### config.mk
export PLATFORM = sky130hd
export DESIGN_NAME = flash_loader
export DESIGN_NICKNAME = d
export VERILOG_FILES = /design/src/rtl/flash_loader.sv
export SDC_FILE = /design/constraint.sdc
export NUM_CORES = 1
export LEC_CHECK = 0
export CORE_MARGIN = 2
export CORE_UTILIZATION = 31
export CTS_CLUSTER_SIZE = 28
export DETAILED_ROUTE_END_ITERATION = 16
export SLEW_MARGIN = 0
export SYNTH_ARGS = -nofsm -noshare
export SYNTH_HDL_FRONTEND = slang
export SYNTH_SLANG_ARGS = --single-unit
### constraint.sdc
create_clock -name clk -period 2.2 [get_ports clk]
set_input_delay 0.44 -clock clk [delete_from_list [all_inputs] [get_ports clk]]
set_output_delay 0.44 -clock clk [all_outputs]
set_load 0.05 [all_outputs]
### src/rtl/flash_loader.sv
// flash_loader: boot-time image loader. Receives a length-prefixed,
// little-endian word image over 8N1 UART and writes each word to the
// flash port at consecutive addresses, holding the CPU until complete.
module flash_loader #(
  parameter int WIDTH        = 32,
  parameter int CLKS_PER_BIT = 434,
  parameter int BASE_ADDR    = 0,
  parameter int MAX_WORDS    = 1024
) (
  input  logic             clk,
  input  logic             rst,
  input  logic             uart_rx,
  output logic             flash_en,
  output logic [WIDTH-1:0] flash_addr,
  output logic [WIDTH-1:0] flash_data,
  output logic             cpu_hold,
  output logic             done,
  output logic             error
);

  localparam int CW   = $clog2(CLKS_PER_BIT);
  localparam int IDXW = $clog2(MAX_WORDS + 1);

  localparam logic [CW-1:0]    HALF_M1 = CW'(CLKS_PER_BIT / 2 - 1);
  localparam logic [CW-1:0]    FULL_M1 = CW'(CLKS_PER_BIT - 1);
  localparam logic [WIDTH-1:0] BASE_W  = WIDTH'(BASE_ADDR);

  localparam logic [1:0] R_IDLE  = 2'd0;
  localparam logic [1:0] R_START = 2'd1;
  localparam logic [1:0] R_DATA  = 2'd2;
  localparam logic [1:0] R_STOP  = 2'd3;

  localparam logic [2:0] L_HDR   = 3'd0;
  localparam logic [2:0] L_DATA  = 3'd1;
  localparam logic [2:0] L_WRITE = 3'd2;
  localparam logic [2:0] L_DONE  = 3'd3;
  localparam logic [2:0] L_ERR   = 3'd4;

  logic            rx_m, rx_s;
  logic [1:0]      rstate;
  logic [CW-1:0]   cnt;
  logic [2:0]      bit_cnt;
  logic [7:0]      rx_byte;
  logic            byte_valid;
  logic            frame_err;

  logic [2:0]      lstate;
  logic [1:0]      byte_idx;
  logic [23:0]     word_sr;
  logic [31:0]     word;
  logic [IDXW-1:0] widx;
  logic [IDXW-1:0] nwords;

  // Two-flop synchronizer; idles high so reset never looks like a start bit
  always_ff @(posedge clk) begin
    if (rst) begin
      rx_m <= 1'b1;
      rx_s <= 1'b1;
    end else begin
      rx_m <= uart_rx;
      rx_s <= rx_m;
    end
  end

  // UART receiver: mid-bit sampling, start-bit glitch rejection, stop check
  always_ff @(posedge clk) begin
    if (rst) begin
      rstate     <= R_IDLE;
      cnt        <= '0;
      bit_cnt    <= '0;
      rx_byte    <= '0;
      byte_valid <= 1'b0;
      frame_err  <= 1'b0;
    end else begin
      byte_valid <= 1'b0;
      frame_err  <= 1'b0;
      case (rstate)
        R_IDLE: begin
          cnt <= '0;
          if (!rx_s) rstate <= R_START;
        end
        R_START: begin
          if (cnt == HALF_M1) begin
            cnt     <= '0;
            bit_cnt <= '0;
            rstate  <= rx_s ? R_IDLE : R_DATA;
          end else begin
            cnt <= cnt + 1'b1;
          end
        end
        R_DATA: begin
          if (cnt == FULL_M1) begin
            cnt     <= '0;
            rx_byte <= {rx_s, rx_byte[7:1]};
            bit_cnt <= bit_cnt + 1'b1;
            if (bit_cnt == 3'd7) rstate <= R_STOP;
          end else begin
            cnt <= cnt + 1'b1;
          end
        end
        default: begin
          // Back to idle on the sample edge so an immediate start bit is seen
          if (cnt == FULL_M1) begin
            cnt    <= '0;
            rstate <= R_IDLE;
            if (rx_s) byte_valid <= 1'b1;
            else      frame_err  <= 1'b1;
          end else begin
            cnt <= cnt + 1'b1;
          end
        end
      endcase
    end
  end

  // Completed little-endian word: top byte is the one arriving now
  assign word = {rx_byte, word_sr};

  // Loader: header count, word assembly, one-cycle write strobe per word
  always_ff @(posedge clk) begin
    if (rst) begin
      lstate     <= L_HDR;
      byte_idx   <= '0;
      word_sr    <= '0;
      widx       <= '0;
      nwords     <= '0;
      flash_en   <= 1'b0;
      flash_addr <= BASE_W;
      flash_data <= '0;
    end else begin
      flash_en <= 1'b0;
      case (lstate)
        L_HDR, L_DATA: begin
          if (frame_err) begin
            lstate <= L_ERR;
          end else if (byte_valid) begin
            byte_idx <= byte_idx + 1'b1;
            case (byte_idx)
              2'd0: word_sr[7:0]   <= rx_byte;
              2'd1: word_sr[15:8]  <= rx_byte;
              2'd2: word_sr[23:16] <= rx_byte;
              default: begin
                if (lstate == L_HDR) begin
                  if (word == 32'd0 || word > 32'(MAX_WORDS)) begin
                    lstate <= L_ERR;
                  end else begin
                    nwords <= word[IDXW-1:0];
                    widx   <= '0;
                    lstate <= L_DATA;
                  end
                end else begin
                  flash_en   <= 1'b1;
                  flash_addr <= BASE_W + (WIDTH'(widx) << 2);
                  flash_data <= WIDTH'(word);
                  lstate     <= L_WRITE;
                end
              end
            endcase
          end
        end
        L_WRITE: begin
          widx   <= widx + IDXW'(1);
          lstate <= ((widx + IDXW'(1)) == nwords) ? L_DONE : L_DATA;
        end
        default: ; // L_DONE / L_ERR are terminal until reset
      endcase
    end
  end

  // Status outputs decoded from the loader state
  always_comb begin
    done     = (lstate == L_DONE);
    error    = (lstate == L_ERR);
    cpu_hold = (lstate != L_DONE);
  end

endmodule

==> metrics.cfg <==
[run_status]
outcome = complete, no violations

[placed_design]
placed_area_mm2 = 0.006052
place_congestion = 0.8535
numPortBuffers = 49
hpwl_um = 8477

[sta]
max_freq_ghz = 0.4895
setup_viol = 0
setup_tns_ps = 0
timing.slew.headroom = 0.6544
period_minus_slack_ps = 2043
worst_pin_slew_ps = 516.7
slew_viol_final = 0
rsz0062_at_grt = false
fin_skew_ps = 16.30
hold_viol_final = 0
fin_crit_sh = 0.9286

[clock_network]
clock_latency_ps = 420
numCtsBuffers = 17
post_cts_buffers = 0
cts_tree = done
ctsLongestPathBuffers = 2
root_buffer = clkbuf_16
clkTransAtPathRegs_ps = 50
cts_sinks = 121
h-tree-depth = 4
cts_hold_buf = 0

[layout]
regArea_mm2 = 0.002425
final_nets = 708
areaGrowthSynthToFinish_pct = 23.95
drive_above_1_share = 0.1081
num-fill-cells = 1723
diodes = 0
stdcell_area_mm2 = 0.006585
multi_input_area_mm2 = 0.002609

[floorplanning]
core_mm2 = 0.01664
fp.dieH_um = 134.9
num_rows = 47
start_util = 0.3192
io_pins = 71
die_area_mm2 = 0.01820
die_w_um = 134.9

[synth]
synthTopCellsByCount = nand2_1 (134), dfxtp_1 (121), a21oi_1 (92), nand3_1 (44), clkbuf_1 (39)
synth_top_area_frac = 0.4560
syn_inst = 647
syn_avg_cell_area_um2 = 8.211
ys_types = 58
synth_most_common_cell = nand2_1
yosysWarnings = 0
synth.area.top_cells = dfxtp_1 (46%), nand2_1 (9.5%), a21oi_1 (8.7%)
yosys_register_bits = 121
synth_area_leader_cell = dfxtp_1
synth_edf_count = 0
syn_area_mm2 = 0.005313
ys_seq_area_frac = 0.4560
ys.flop_type = dfxtp_1
synth_async_sr_flop_share = 0

[global_route]
grt_pass1_vias = 3998
met1_usage = 0.1861
grt_busiest_layer = met2
use_met2 = 0.2183
grt_use_total = 0.1415
antenna_found_initial = 0
grt_overflow = 0
grt_start_max_net_pins = 115
met3_usage = 0.04242
grt_pass1_wl_um = 20330

[setup_path]
cp.required_ps = 2530
path_cells = or4_4 -> or4_4 -> nand4_4 -> buf_4 -> o211ai_1 -> a21oi_1
worstSetupPathType = flip-flop to flip-flop
cp_max_fo = 13
cpPeakStageDelay_ps = 550
path_delay_family = simple AND/OR/NAND/NOR gates
crit_buf_inv = 1
crit_path_end_kind = flip-flop
worst_setup_path_start_kind = flip-flop
arrival_ps = 2370
path_common_cell = or4_4
r2r_slack_ps = 160
cpMaxStageDelayCell = or4_4

[power]
power_frac_comb = 0.027
p_clk_frac = 0.523
powerDensity_mw_per_mm2 = 742.6
leakagePower_nw = 2.214
vdd_ir_drop_max_uv = 555.9
power.share.sequential = 0.450
switching_power_mw = 1.026
p_sw_frac = 0.2098
intPower_mw = 3.864

[detailed_routing]
wl_per_cell_um = 13.46
via_per_inst = 4.811
drc = 0
ant_nets = 0
drt_first_pass_iters = 4
drtIter0Drc = 389
vias = 4441
routed_wl_um = 12430

[min_path]
hp-class = flip-flop to flip-flop

[run]
drv_cap = 0

## cells by family (layout without fill, tap and decap cells)
group / count (synthesis) / after routing / share of synthesized area
xor gates and xnor gates: 20 / 20 / 0.03297
muxes: 9 / 9 / 0.01696
and+or+nand+nor: 272 / 272 / 0.2386
adders and majority gates: 10 / 10 / 0.02355
buffers and inverters: 76 / 112 / 0.07113
other: 1 / 21 / 0.0007059
AOI/OAI and AO/OA: 138 / 138 / 0.1602
DFF: 121 / 121 / 0.4560
## cells in the final DEF (no fill, tap or decap), types with 2 or more instances in the layout
cell type	Yosys	layout
or4_1	3	3
clkinv_2	0	3
a311oi_2	8	8
xor2_1	5	5
dfxtp_2	0	2
nor2_1	38	38
nand2_1	134	134
dfxtp_1	121	119
conb_1	1	21
or2_2	4	4
or3_1	3	3
xnor2_1	15	15
buf_12	0	3
ha_1	10	10
buf_4	22	26
clkbuf_1	39	4
o31ai_1	2	2
nor4_1	4	3
or4_4	2	2
mux2i_1	9	9
a21oi_1	92	92
nor4bb_1	2	2
nor3_1	10	10
a31oi_1	4	4
nand2b_1	6	6
o21ai_1	11	11
inv_1	11	11
o21ai_0	6	6
bufinv_16	0	2
nand3_1	44	43
and3_1	6	6
nand4_1	4	4
clkbuf_16	0	17
clkdlybuf4s50_1	0	45
## worst register-to-register path, stage by stage, from the launching register on
cell and delay (ps):
dfxtp_1 340, or4_4 550, or4_4 520, nand4_4 120, buf_4 200, o211ai_1 100, a21oi_1 140
## area by class of cell
type,count,share of cell area
clock inverter,5,0.01140
timing repair buffer,74,0.1072
multi-input combinational,470,0.3962
inverter,11,0.006270
clock buffer,22,0.06897
tap,220,0.04180
sequential,121,0.3682
## metrics by stage
stage          instances  power, mW  setup WS (ps)  hold slack, ps  utilization
4_1_cts              923      4.950          57.27           399.6       0.3955
6_report             923      4.890          157.2           412.3       0.3957
5_1_grt              923      5.057          44.70           414.8       0.3957
3_5_place_dp         896      2.377          71.29           397.2       0.3637
2_1_floorplan        667      2.391          247.2           389.5            -
3_3_place_gp         896      2.377          163.1           393.5       0.3637
## sequential cells by signal, summed over array words and instances (netlist names)
| name | cells |
|---|---|
| byte_valid | 1 |
| cnt | 9 |
| lstate | 3 |
| frame_err | 1 |
| rx_byte | 8 |
| rx_s | 1 |
| rx_m | 1 |
| nwords | 11 |
| word_sr | 24 |
| byte_idx | 2 |
| flash_data | 32 |
| widx | 11 |
| flash_en | 1 |
| flash_addr | 11 |
| rstate | 2 |
| bit_cnt | 3 |
## layer usage
metal	share of wire	wire (um)	up-vias
met5	0	0	-
met4	0.015	182	0
met3	0.048	591	13
met2	0.47	5835	89
met1	0.47	5816	2072
li1	-	-	2267
## power groups by stage
| stage | combinational (mW) | clock (mW) | sequential, mW |
|---|---|---|---|
| final | 0.130 | 2.56 | 2.20 |
| after global routing | 0.138 | 2.72 | 2.20 |
| after CTS | 0.131 | 2.62 | 2.20 |
| after detailed placement | 0.131 | 0 | 2.25 |
| after global placement | 0.131 | 0 | 2.25 |
| after floorplan | 0.146 | 0 | 2.25 |
## path summary, 6_finish.rpt
check | from | endpoint | cells after the start
worst min register to register | rx_m$_SDFF_PP1_ | rx_s$_SDFF_PP1_ | 1
worst max-delay path | word_sr[6]$_SDFFE_PP0P_ | widx[1]$_SDFFE_PP0P_ | 6
worst max register to register | word_sr[6]$_SDFFE_PP0P_ | widx[1]$_SDFFE_PP0P_ | 6
worst min-delay path | rx_m$_SDFF_PP1_ | rx_s$_SDFF_PP1_ | 1
## timing repair
action,CTS,global route
hold endpoints to repair,0,0
endpoints found under the setup margin,0,1
gates resized for setup,0,3
Power figures use the tool's default switching activity.
